<file path="src/rtl/mem_access_unit.sv">
// -----------------------------------------------------------------------------
// mem_access_unit
//   MEM stage of the 32-bit integer pipeline. Sequences one data-memory
//   access per EX op using a req/ack handshake:
//   - generates byte lanes and lane-replicated store data
//   - aligns loads and applies sign/zero extension
//   - stalls the front of the pipe while an access is outstanding
//   - reports misaligned accesses and bus timeouts as one-cycle pulses that
//     coincide with wb_valid_o
//   Non-memory EX results pass through to WB one cycle later.
//
// Ports
//   clk_i, rst_i          clock, synchronous active-high reset
//   ex_valid_i            EX result valid this cycle
//   ex_addr_i             ALU result / effective address
//   ex_wdata_i            store data (rs2)
//   ex_read_i/ex_write_i  load / store op (both set: store)
//   ex_size_i             00 byte, 01 half, 1x word
//   ex_unsigned_i         zero-extend loads (LBU/LHU)
//   stall_o               hold EX and earlier stages
//   wb_valid_o            one-cycle WB payload strobe
//   wb_data_o             load result, ex_addr for non-memory ops, else 0
//   exc_misalign_o        misaligned access (with wb_valid_o)
//   exc_bus_o             ack timeout (with wb_valid_o)
//   mem_req_o ..          data-memory request bundle, stable while pending
//   mem_rdata_i, mem_ack_i  read data and transfer-complete from memory
// -----------------------------------------------------------------------------
module mem_access_unit #(
   parameter int XLEN    = 32,
   parameter int TIMEOUT = 16
) (
   input  logic              clk_i,
   input  logic              rst_i,
   input  logic              ex_valid_i,
   input  logic [XLEN-1:0]   ex_addr_i,
   input  logic [XLEN-1:0]   ex_wdata_i,
   input  logic              ex_read_i,
   input  logic              ex_write_i,
   input  logic [1:0]        ex_size_i,
   input  logic              ex_unsigned_i,
   output logic              stall_o,
   output logic              wb_valid_o,
   output logic [XLEN-1:0]   wb_data_o,
   output logic              exc_misalign_o,
   output logic              exc_bus_o,
   output logic              mem_req_o,
   output logic              mem_write_o,
   output logic [XLEN-1:0]   mem_addr_o,
   output logic [XLEN/8-1:0] mem_be_o,
   output logic [XLEN-1:0]   mem_wdata_o,
   input  logic [XLEN-1:0]   mem_rdata_i,
   input  logic              mem_ack_i
);

   localparam int LANES = XLEN / 8;
   localparam int CNT_W = $clog2(TIMEOUT + 1);

   typedef enum logic [0:0] {
      ST_IDLE = 1'b0,
      ST_BUSY = 1'b1
   } state_e;

   // Byte-lane enables for an access of the given size at the given lane offset.
   function automatic logic [LANES-1:0] byte_enable(input logic [1:0] size, input logic [1:0] lane);
      logic [LANES-1:0] be;
      case (size)
         2'b00:   be = LANES'(1) << lane;
         2'b01:   be = LANES'(3) << {lane[1], 1'b0};
         default: be = '1;
      endcase
      return be;
   endfunction

   // Replicate narrow store data across every lane so the memory picks it by be.
   function automatic logic [XLEN-1:0] store_data(input logic [1:0] size, input logic [XLEN-1:0] d);
      logic [XLEN-1:0] wd;
      case (size)
         2'b00:   wd = {(XLEN/8){d[7:0]}};
         2'b01:   wd = {(XLEN/16){d[15:0]}};
         default: wd = d;
      endcase
      return wd;
   endfunction

   // Shift the addressed lane down to bit 0 and extend to XLEN.
   function automatic logic [XLEN-1:0] load_extend(input logic [1:0] size, input logic uns,
                                                   input logic [1:0] lane, input logic [XLEN-1:0] rdata);
      logic [XLEN-1:0] sh;
      logic            ext;
      logic [XLEN-1:0] res;
      sh = rdata >> {lane, 3'b000};
      case (size)
         2'b00: begin
            ext = uns ? 1'b0 : sh[7];
            res = {{(XLEN-8){ext}}, sh[7:0]};
         end
         2'b01: begin
            ext = uns ? 1'b0 : sh[15];
            res = {{(XLEN-16){ext}}, sh[15:0]};
         end
         default: begin
            ext = 1'b0;
            res = rdata;
         end
      endcase
      return res;
   endfunction

   state_e            state_q, state_d;
   logic [CNT_W-1:0]  cnt_q, cnt_d;
   logic              mem_req_q, mem_req_d;
   logic              mem_write_q, mem_write_d;
   logic [XLEN-1:0]   mem_addr_q, mem_addr_d;
   logic [LANES-1:0]  mem_be_q, mem_be_d;
   logic [XLEN-1:0]   mem_wdata_q, mem_wdata_d;
   logic [1:0]        op_size_q, op_size_d;
   logic              op_uns_q, op_uns_d;
   logic [1:0]        op_lane_q, op_lane_d;
   logic              wb_valid_q, wb_valid_d;
   logic [XLEN-1:0]   wb_data_q, wb_data_d;
   logic              exc_mis_q, exc_mis_d;
   logic              exc_bus_q, exc_bus_d;

   logic              is_mem_s;
   logic              misalign_s;
   logic              timeout_hit_s;

   assign is_mem_s      = ex_read_i | ex_write_i;
   // Size 2'b11 is a word, so size[1] covers both word encodings.
   assign misalign_s    = ((ex_size_i == 2'b01) & ex_addr_i[0]) |
                          (ex_size_i[1] & (ex_addr_i[1:0] != 2'b00));
   // cnt_q is 1 in the first BUSY cycle, so this fires on the TIMEOUT-th cycle of mem_req.
   assign timeout_hit_s = (state_q == ST_BUSY) && (cnt_q == CNT_W'(TIMEOUT));

   assign stall_o = ((state_q == ST_IDLE) & ex_valid_i & is_mem_s & ~misalign_s) |
                    ((state_q == ST_BUSY) & ~mem_ack_i & ~timeout_hit_s);

   // Next-state and registered-output computation.
   always_comb begin
      state_d     = state_q;
      cnt_d       = cnt_q;
      mem_req_d   = mem_req_q;
      mem_write_d = mem_write_q;
      mem_addr_d  = mem_addr_q;
      mem_be_d    = mem_be_q;
      mem_wdata_d = mem_wdata_q;
      op_size_d   = op_size_q;
      op_uns_d    = op_uns_q;
      op_lane_d   = op_lane_q;
      wb_valid_d  = 1'b0;
      wb_data_d   = '0;
      exc_mis_d   = 1'b0;
      exc_bus_d   = 1'b0;

      case (state_q)
         ST_IDLE: begin
            if (ex_valid_i) begin
               if (!is_mem_s) begin
                  wb_valid_d = 1'b1;
                  wb_data_d  = ex_addr_i;
               end else if (misalign_s) begin
                  wb_valid_d = 1'b1;
                  exc_mis_d  = 1'b1;
               end else begin
                  state_d     = ST_BUSY;
                  cnt_d       = CNT_W'(1);
                  mem_req_d   = 1'b1;
                  mem_write_d = ex_write_i;
                  mem_addr_d  = {ex_addr_i[XLEN-1:2], 2'b00};
                  mem_be_d    = byte_enable(ex_size_i, ex_addr_i[1:0]);
                  mem_wdata_d = store_data(ex_size_i, ex_wdata_i);
                  op_size_d   = ex_size_i;
                  op_uns_d    = ex_unsigned_i;
                  op_lane_d   = ex_addr_i[1:0];
               end
            end else begin
               state_d = ST_IDLE;
            end
         end
         ST_BUSY: begin
            // An ack arriving on the timeout cycle still completes normally.
            if (mem_ack_i) begin
               state_d     = ST_IDLE;
               cnt_d       = '0;
               mem_req_d   = 1'b0;
               mem_write_d = 1'b0;
               mem_be_d    = '0;
               wb_valid_d  = 1'b1;
               wb_data_d   = mem_write_q ? '0 : load_extend(op_size_q, op_uns_q, op_lane_q, mem_rdata_i);
            end else if (timeout_hit_s) begin
               state_d     = ST_IDLE;
               cnt_d       = '0;
               mem_req_d   = 1'b0;
               mem_write_d = 1'b0;
               mem_be_d    = '0;
               wb_valid_d  = 1'b1;
               exc_bus_d   = 1'b1;
            end else begin
               cnt_d = cnt_q + CNT_W'(1);
            end
         end
         default: begin
            state_d   = ST_IDLE;
            cnt_d     = '0;
            mem_req_d = 1'b0;
         end
      endcase
   end

   // State and output registers with synchronous reset.
   always_ff @(posedge clk_i) begin
      if (rst_i) begin
         state_q     <= ST_IDLE;
         cnt_q       <= '0;
         mem_req_q   <= 1'b0;
         mem_write_q <= 1'b0;
         mem_addr_q  <= '0;
         mem_be_q    <= '0;
         mem_wdata_q <= '0;
         op_size_q   <= 2'b00;
         op_uns_q    <= 1'b0;
         op_lane_q   <= 2'b00;
         wb_valid_q  <= 1'b0;
         wb_data_q   <= '0;
         exc_mis_q   <= 1'b0;
         exc_bus_q   <= 1'b0;
      end else begin
         state_q     <= state_d;
         cnt_q       <= cnt_d;
         mem_req_q   <= mem_req_d;
         mem_write_q <= mem_write_d;
         mem_addr_q  <= mem_addr_d;
         mem_be_q    <= mem_be_d;
         mem_wdata_q <= mem_wdata_d;
         op_size_q   <= op_size_d;
         op_uns_q    <= op_uns_d;
         op_lane_q   <= op_lane_d;
         wb_valid_q  <= wb_valid_d;
         wb_data_q   <= wb_data_d;
         exc_mis_q   <= exc_mis_d;
         exc_bus_q   <= exc_bus_d;
      end
   end

   assign wb_valid_o     = wb_valid_q;
   assign wb_data_o      = wb_data_q;
   assign exc_misalign_o = exc_mis_q;
   assign exc_bus_o      = exc_bus_q;
   assign mem_req_o      = mem_req_q;
   assign mem_write_o    = mem_write_q;
   assign mem_addr_o     = mem_addr_q;
   assign mem_be_o       = mem_be_q;
   assign mem_wdata_o    = mem_wdata_q;

endmodule

</file>
<file path="config.mk">
export PLATFORM = sky130hd
export DESIGN_NAME = mem_access_unit
export DESIGN_NICKNAME = d
export VERILOG_FILES = /design/src/rtl/mem_access_unit.sv
export SDC_FILE = /design/constraint.sdc
export NUM_CORES = 1
export LEC_CHECK = 0
export CAP_MARGIN = 20
export CORE_MARGIN = 2
export CORE_UTILIZATION = 44
export DETAILED_ROUTE_END_ITERATION = 8
export GPL_TIMING_DRIVEN = 0
export HOLD_SLACK_MARGIN = 0.03
export PLACE_DENSITY = 0.82
export SYNTH_ARGS = -nofsm -noshare
export SYNTH_HDL_FRONTEND = slang
export SYNTH_SLANG_ARGS = --single-unit
</file>
<file path="constraint.sdc">
create_clock -name clk_i -period 4.25 [get_ports clk_i]
set_clock_uncertainty 0.1 [all_clocks]
set_input_delay 0.85 -clock clk_i [delete_from_list [all_inputs] [get_ports clk_i]]
set_output_delay 0.85 -clock clk_i [all_outputs]
set_load 0.05 [all_outputs]
</file>
==> impl_metrics.csv, run 1 <==
group,metric,value,unit
outcome,status,"complete, no violations",
hold_path,hold-path-endpoint,"mem_addr_o[27]",
clocking,clockRootBuffer,"clkbuf_8",
hold_path,min_from,"mem_addr_o[27]",
clocking,cts_tree,"done",
clocking,cts_max_level,4,
sta,tightestPinTransition,0.713,ns
synthesis,synth.area.top_cells,"dfxtp_1 47%, nand2_1 12%, a21oi_1 7.7%, mux2i_1 5.0%, a221o_1 3.3%",
critical_path,start_kind,"input port",
critical_path,critPathMaxStageDelay,0.86,ns
sta,fmax,244,MHz
sta,timing.hold.ws,0.355,ns
synthesis,synth_area_leader_cell,"dfxtp_1",
sta,hold_viol,0,
clocking,cts_buffers,17,
sta,post-route-min-period,4.09,ns
grt,grt_pass1_wl,27.1,mm
final_layout,multi_input_area,2310,sq um
clocking,post_cts_buffers,0,
final_layout,final_util,71.7,%
power_and_ir_drop,p_int,2430,uW
critical_path,r2r_slack,2.19,ns
synthesis,ys_async_sr_fraction,0,%
sta,maxSlewViolCount,0,
synthesis,netlist_instances,581,
grt,antenna_found_initial,0,
synthesis,synth-seq-area-share,47.4,%
placed_design,routabilityCongestion,0.944,
die,die_width,109,um
synthesis,synth_ff_type,"dfxtp_1",
grt,track_usage,30.1,%
final_layout,area_delta_synth_final,60.1,%
critical_path,critPathCaptureType,"output port",
sta,tns,0,ns
power_and_ir_drop,p_leak,0.00283,uW
power_and_ir_drop,power_frac_clock,48.2,%
die,core_region_area,10700,sq um
critical_path,rr_worst_depth,4,
grt,grt_pass1_vias,5349,
synthesis,ys_ff_latch,114,
critical_path,cp.arrival,3.14,ns
clocking,clockBufferDepth,2,
die,rows,38,
synthesis,yosysWarningCount,0,
synthesis,synthMostInstantiatedCell,"nand2_1",
final_layout,drive_gt1_share,7.20,%
routing,viasPerCell,5.64,
critical_path,r2r-end,"wb_data_o[12]",
critical_path,critPathSlowestCell,"clkdlybuf4s50_1",
critical_path,path_max_fanout,7,
die,initial_core_util,44.8,%
routing,ant_nets,0,
final_layout,antenna_cells,0,
synthesis,synth_area_per_cell,8.28,sq um
routing,first_pass_iters,5,
routing,vias,5407,
die,die-area,11800,sq um
power_and_ir_drop,p_sw,902,uW
routing,first_iter_violations,401,
synthesis,synth-edff-count,0,
critical_path,path_common_cell,"clkdlybuf4s50_1",
synthesis,synth_cell_types,44,
clocking,clkSlewWorstSetupHoldPaths,0.06,ns
grt,grt_max_degree,17,
critical_path,crit_cells,5,
routing,drc_errors,0,
sta,rsz0062_at_grt,"false",
final_layout,fill_cells,849,
critical_path,timing.critical_path.buf_inv,2,
clocking,cts_hold_buf,0,
power_and_ir_drop,combPwrFrac,17.5,%
critical_path,rr_startpoint,"state_q",
clocking,cts_resized,0,
power_and_ir_drop,vdd_drop_max,0.000258,V
sta,slew_headroom,52.3,%
clocking,worstSkewPairLatency,0.51,ns
critical_path,path_delay_family,"buffers and inverters",
sta,setup_viol,0,
run,maxCapViolations,0,
critical_path,critPathKind,"input port to output port",
hold_path,whs_path_depth,2,
placed_design,dpl.hpwl,13.5,mm
grt,overflow,0,
final_layout,nets,913,
power_and_ir_drop,power_density,433,nW/um^2
critical_path,crit_chain,"clkdlybuf4s50_1 > o21ai_2 > nand4_1 > o21ai_0 > clkdlybuf4s50_1",
die,die_height,109,um
routing,wl_per_cell,18.6,um
routing,wirelength,17.9,mm
hold_path,hp-class,"register to register",
die,pin_count,211,
synthesis,syn-cell-area,4810,sq um
synthesis,synth_top_area_share,47.4,%
placed_design,port_buffers,205,
power_and_ir_drop,sw_frac_of_total,27.0,%
synthesis,synthTopCellsByCount,"149 x nand2_1, 114 x dfxtp_1, 74 x a21oi_1",
critical_path,critPathRequiredTime,3.30,ns
final_layout,seqCellArea,2280,sq um
clocking,clock_sinks,114,
power_and_ir_drop,seq_power_share,34.3,%
sta,finalCritPeriodShare,96.3,%
==> cells in the final DEF (no fill, tap or decap), types with 3 or more instances in the layout <==
| cell | Yosys | routed |
|---|---|---|
| mux2i_1 | 24 | 24 |
| nand3_1 | 5 | 5 |
| o21ai_0 | 26 | 26 |
| a21oi_1 | 74 | 74 |
| bufinv_16 | 0 | 6 |
| nor2b_1 | 7 | 7 |
| buf_6 | 3 | 3 |
| inv_1 | 3 | 3 |
| nand2_1 | 149 | 149 |
| buf_2 | 15 | 15 |
| nor3_1 | 3 | 3 |
| dfxtp_1 | 114 | 114 |
| o2bb2ai_1 | 3 | 3 |
| nand2b_1 | 11 | 11 |
| nor2_1 | 42 | 42 |
| a211oi_1 | 8 | 8 |
| clkbuf_1 | 20 | 21 |
| a311oi_1 | 9 | 9 |
| a221o_1 | 16 | 16 |
| o221ai_1 | 7 | 7 |
| clkbuf_16 | 0 | 16 |
| clkdlybuf4s50_1 | 0 | 205 |
| buf_1 | 3 | 3 |
| a22oi_1 | 9 | 9 |
==> flip-flops by register name, summed over array words and instances (netlist names), 2 cells and up <==
name,count
wb_data_o,32
op_lane_q,2
mem_be_o,4
mem_addr_o,30
op_size_q,2
cnt_q,5
mem_wdata_o,32
==> per-layer routing <==
layer | vias to the layer above | global-route usage [%] | share of wire (%)
li1 | 2486 | - | -
met1 | 2519 | 33.0 | 37
met2 | 338 | 50.6 | 47
met3 | 64 | 11.7 | 12
met4 | 0 | 14.9 | 4.4
met5 | - | 0 | 0
==> kinds of logic (layout without fill, tap and decap cells) <==
kind of cell / count (synthesis) / count (layout) / share of synthesized area (%)
AND/OR/NAND/NOR: 232 / 232 / 20.6
AO/OA/AOI/OAI: 162 / 162 / 21.7
flip-flops: 114 / 114 / 47.4
buffers and inverters: 46 / 283 / 4.60
multiplexers: 24 / 24 / 4.99
adder cells (fa/ha/maj): 2 / 2 / 0.520
other: 1 / 2 / 0.0779
==> worst register-to-register path, stage by stage (launching register included) <==
cell and delay, ns:
dfxtp_1 0.43, nand3b_1 0.24, nor2_1 0.45, nand3_1 0.37, o221ai_1 0.37
==> power groups by stage <==
stage | Sequential [uW] | Combinational, uW | Clock (uW)
after global routing | 1150 | 615 | 1670
after floorplan | 1320 | 166 | 0
after detailed placement | 1170 | 575 | 0
after CTS | 1140 | 580 | 1610
final | 1140 | 583 | 1610
after global placement | 1160 | 569 | 0
==> stage by stage <==
step,instances,total power (uW),area (sq um),worst slack (ns)
2_1_floorplan,582,1480,4820,1.14
3_3_place_gp,927,1730,7040,0.241
3_5_place_dp,927,1740,7040,0.199
4_1_cts,959,3340,7710,0.189
5_1_grt,959,3440,7710,0.0700
6_report,959,3330,7710,0.157
==> layout make-up <==
| type | instances | share of cell area (%) |
|---|---|---|
| multi-input cells | 422 | 30.0 |
| flip-flops and latches | 114 | 29.6 |
| repair buffers | 205 | 26.6 |
| clock buffers | 19 | 5.60 |
| clock inverters | 13 | 3.00 |
| plain buffers | 43 | 2.73 |
| well taps | 140 | 2.27 |
| inverters | 3 | 0.146 |
==> worst max path at each step <==
stage          endpoint  slack, ns    startpoint
6_report        stall_o       0.16  ex_size_i[0]
5_1_grt         stall_o       0.07    ex_write_i
4_1_cts         stall_o       0.19  ex_size_i[0]
3_5_place_dp    stall_o       0.20  ex_size_i[0]
3_3_place_gp    stall_o       0.24    ex_write_i
2_1_floorplan   stall_o       1.14     mem_ack_i
No activity file was read; power rests on OpenSTA's default activity.
==> run 2: changes to the inputs <==
--- a/config.mk
+++ b/config.mk
@@ -7,11 +7,11 @@
 export LEC_CHECK = 0
 export CAP_MARGIN = 20
 export CORE_MARGIN = 2
-export CORE_UTILIZATION = 44
+export CORE_UTILIZATION = 42
 export DETAILED_ROUTE_END_ITERATION = 8
 export GPL_TIMING_DRIVEN = 0
 export HOLD_SLACK_MARGIN = 0.03
-export PLACE_DENSITY = 0.82
+export PLACE_DENSITY = 0.79
 export SYNTH_ARGS = -nofsm -noshare
 export SYNTH_HDL_FRONTEND = slang
 export SYNTH_SLANG_ARGS = --single-unit
==> constraint.sdc (replaced) <==
create_clock -name clk_i -period 4 [get_ports clk_i]
set_clock_uncertainty 0.1 [all_clocks]
set_input_delay 0.8 -clock clk_i [delete_from_list [all_inputs] [get_ports clk_i]]
set_output_delay 0.8 -clock clk_i [all_outputs]
set_load 0.05 [all_outputs]
==> run 2 against run 1 <==
  * Hold slack better by 0.0022 ns
  * Setup slack better by 0.30 ns
  * Sequential share of layout area grew 0.21 points
  * Critical path type unchanged
==> impl_metrics.csv, run 2 (synthesis gave the netlist of run 1 again) <==
group,metric,value,unit
outcome,status,"complete, no violations",
final_layout,antenna_cells,0,
grt,overflow,0,
sta,setup_viol,0,
clocking,clockRootBuffer,"clkbuf_16",
sta,tns,0,ns
critical_path,critPathCaptureType,"output port",
placed_design,dpl.hpwl,13.7,mm
sta,slew_headroom,50.7,%
routing,ant_nets,0,
routing,first_pass_iters,5,
critical_path,cp.arrival,2.65,ns
final_layout,fin_area,7650,sq um
placed_design,routabilityCongestion,0.914,
die,die_height,111,um
placed_design,port_buffers,205,
final_layout,drive_gt1_share,7.09,%
clocking,clkSlewWorstSetupHoldPaths,0.05,ns
critical_path,critPathRequiredTime,3.10,ns
sta,fmax,282,MHz
routing,vias,5259,
critical_path,critPathKind,"input port to output port",
clocking,clock_sinks,114,
critical_path,start_kind,"input port",
routing,maxUsedRoutingLayer,"met4",
grt,antenna_found_initial,0,
grt,grt_pass1_wl,27.4,mm
sta,hold_viol,0,
sta,maxSlewViolCount,0,
clocking,worstSkewPairLatency,0.41,ns
die,die-area,12300,sq um
placed_design,place_ws,0.0786,ns
hold_path,hp-class,"register to register",
final_layout,area_delta_synth_final,59.0,%
routing,dr_wl_met2,8.45,mm
die,core_region_area,11300,sq um
sta,rsz0062_at_grt,"false",
die,die_width,111,um
power_and_ir_drop,vdd_drop_max,0.000211,V
die,initial_core_util,42.5,%
grt,grt_max_degree,17,
grt,track_usage,28.3,%
final_layout,mostFrequentLayoutCells,"204 x clkdlybuf4s50_1, 149 x nand2_1, 114 x dfxtp_1",
placed_design,placed_area,7050,sq um
sta,finalCritPeriodShare,88.6,%
clocking,cts_buffers,17,
grt,grt_pass1_vias,5231,
routing,drt-met1-wl,6.98,mm
die,rows,39,
clocking,clockBufferDepth,2,
sta,post-route-min-period,3.55,ns
power_and_ir_drop,p_leak,0.00282,uW
final_layout,final_common_cell,"clkdlybuf4s50_1",
power_and_ir_drop,power_density,441,nW/um^2
clocking,cts_max_level,4,
clocking,cts_tree,"done",
routing,wl_met3,1.79,mm
routing,viasPerCell,5.47,
routing,first_iter_violations,452,
run,maxCapViolations,0,
die,pin_count,211,
routing,wirelength,17.8,mm
final_layout,nets,913,
sta,setup_ws,0.455,ns
sta,tightestPinTransition,0.736,ns
critical_path,path_max_fanout,7,
power_and_ir_drop,power,3380,uW
clocking,cts_hold_buf,0,
routing,drc_errors,0,
routing,wl_per_cell,18.5,um
-- run 2: cell count changes in the layout (fill, tap and decap cells not counted) --
cell	previous run	this run
clkbuf_8	2	3
clkinvlp_4	2	3
bufinv_16	6	3
dlymetal6s2s_1	0	1
clkdlybuf4s50_1	205	204
inv_6	1	0
clkinv_4	2	0
clkbuf_16	16	17
clkinv_2	2	4
-- run 2: path summary, 6_finish.rpt --
| check | slack (ns) | cells past startpoint | end | start |
|---|---|---|---|---|
| setup / recovery | 0.45 | 5 | stall_o | ex_addr_i[0] |
| hold / removal | 0.36 | 2 | mem_addr_o[7] | mem_addr_o[7] |
| setup reg to reg | 2.00 | 6 | mem_be_o[1] | cnt_q[0] |
| hold reg to reg | 0.36 | 2 | mem_addr_o[7] | mem_addr_o[7] |
-- run 2: final cells by class --
cell class              instances  area [sq um]
fillers                       971          3670
multi-input cells             422          2310
flip-flops and latches        114          2280
repair buffers                205          2050
clock buffers                  21           470
plain buffers                  43           210
well taps                     143           179
clock inverters                10           133
inverters                       3          11.3
-- run 2: critical path: stages --
cell and delay (ns):
clkdlybuf4s50_1 0.59, o21ai_2 0.17, nand4_1 0.35, o21ai_0 0.27, dlymetal6s2s_1 0.47
-- run 2: through the flow --
| stage | util [%] | hold slack (ns) | cells |
|---|---|---|---|
| 2_1_floorplan | - | 0.337 | 582 |
| 3_5_place_dp | 62.2 | 0.350 | 930 |
| 4_1_cts | 67.6 | 0.358 | 961 |
| 5_1_grt | 67.6 | 0.368 | 961 |
| 3_3_place_gp | 62.2 | 0.342 | 930 |
| 6_report | 67.6 | 0.357 | 961 |
-- run 2: repair_timing --
item	4_1_cts	5_1_grt
gates resized for setup	0	1
setup buffers	0	0
endpoints found under the setup margin	0	1
-- run 2: layer usage --
| metal | vias to the layer above | global-route usage, % |
|---|---|---|
| met5 | - | 0 |
| met4 | 0 | 13.0 |
| met2 | 291 | 47.2 |
| met1 | 2438 | 32.9 |
| met3 | 48 | 9.62 |
| li1 | 2482 | - |
-- run 2: power by group --
| part | switching [uW] | internal [uW] | leakage, uW |
|---|---|---|---|
| Clock | 520 | 1020 | 0.000291 |
| Sequential | 27.8 | 1190 | 0.000928 |
| Combinational | 378 | 242 | 0.00160 |
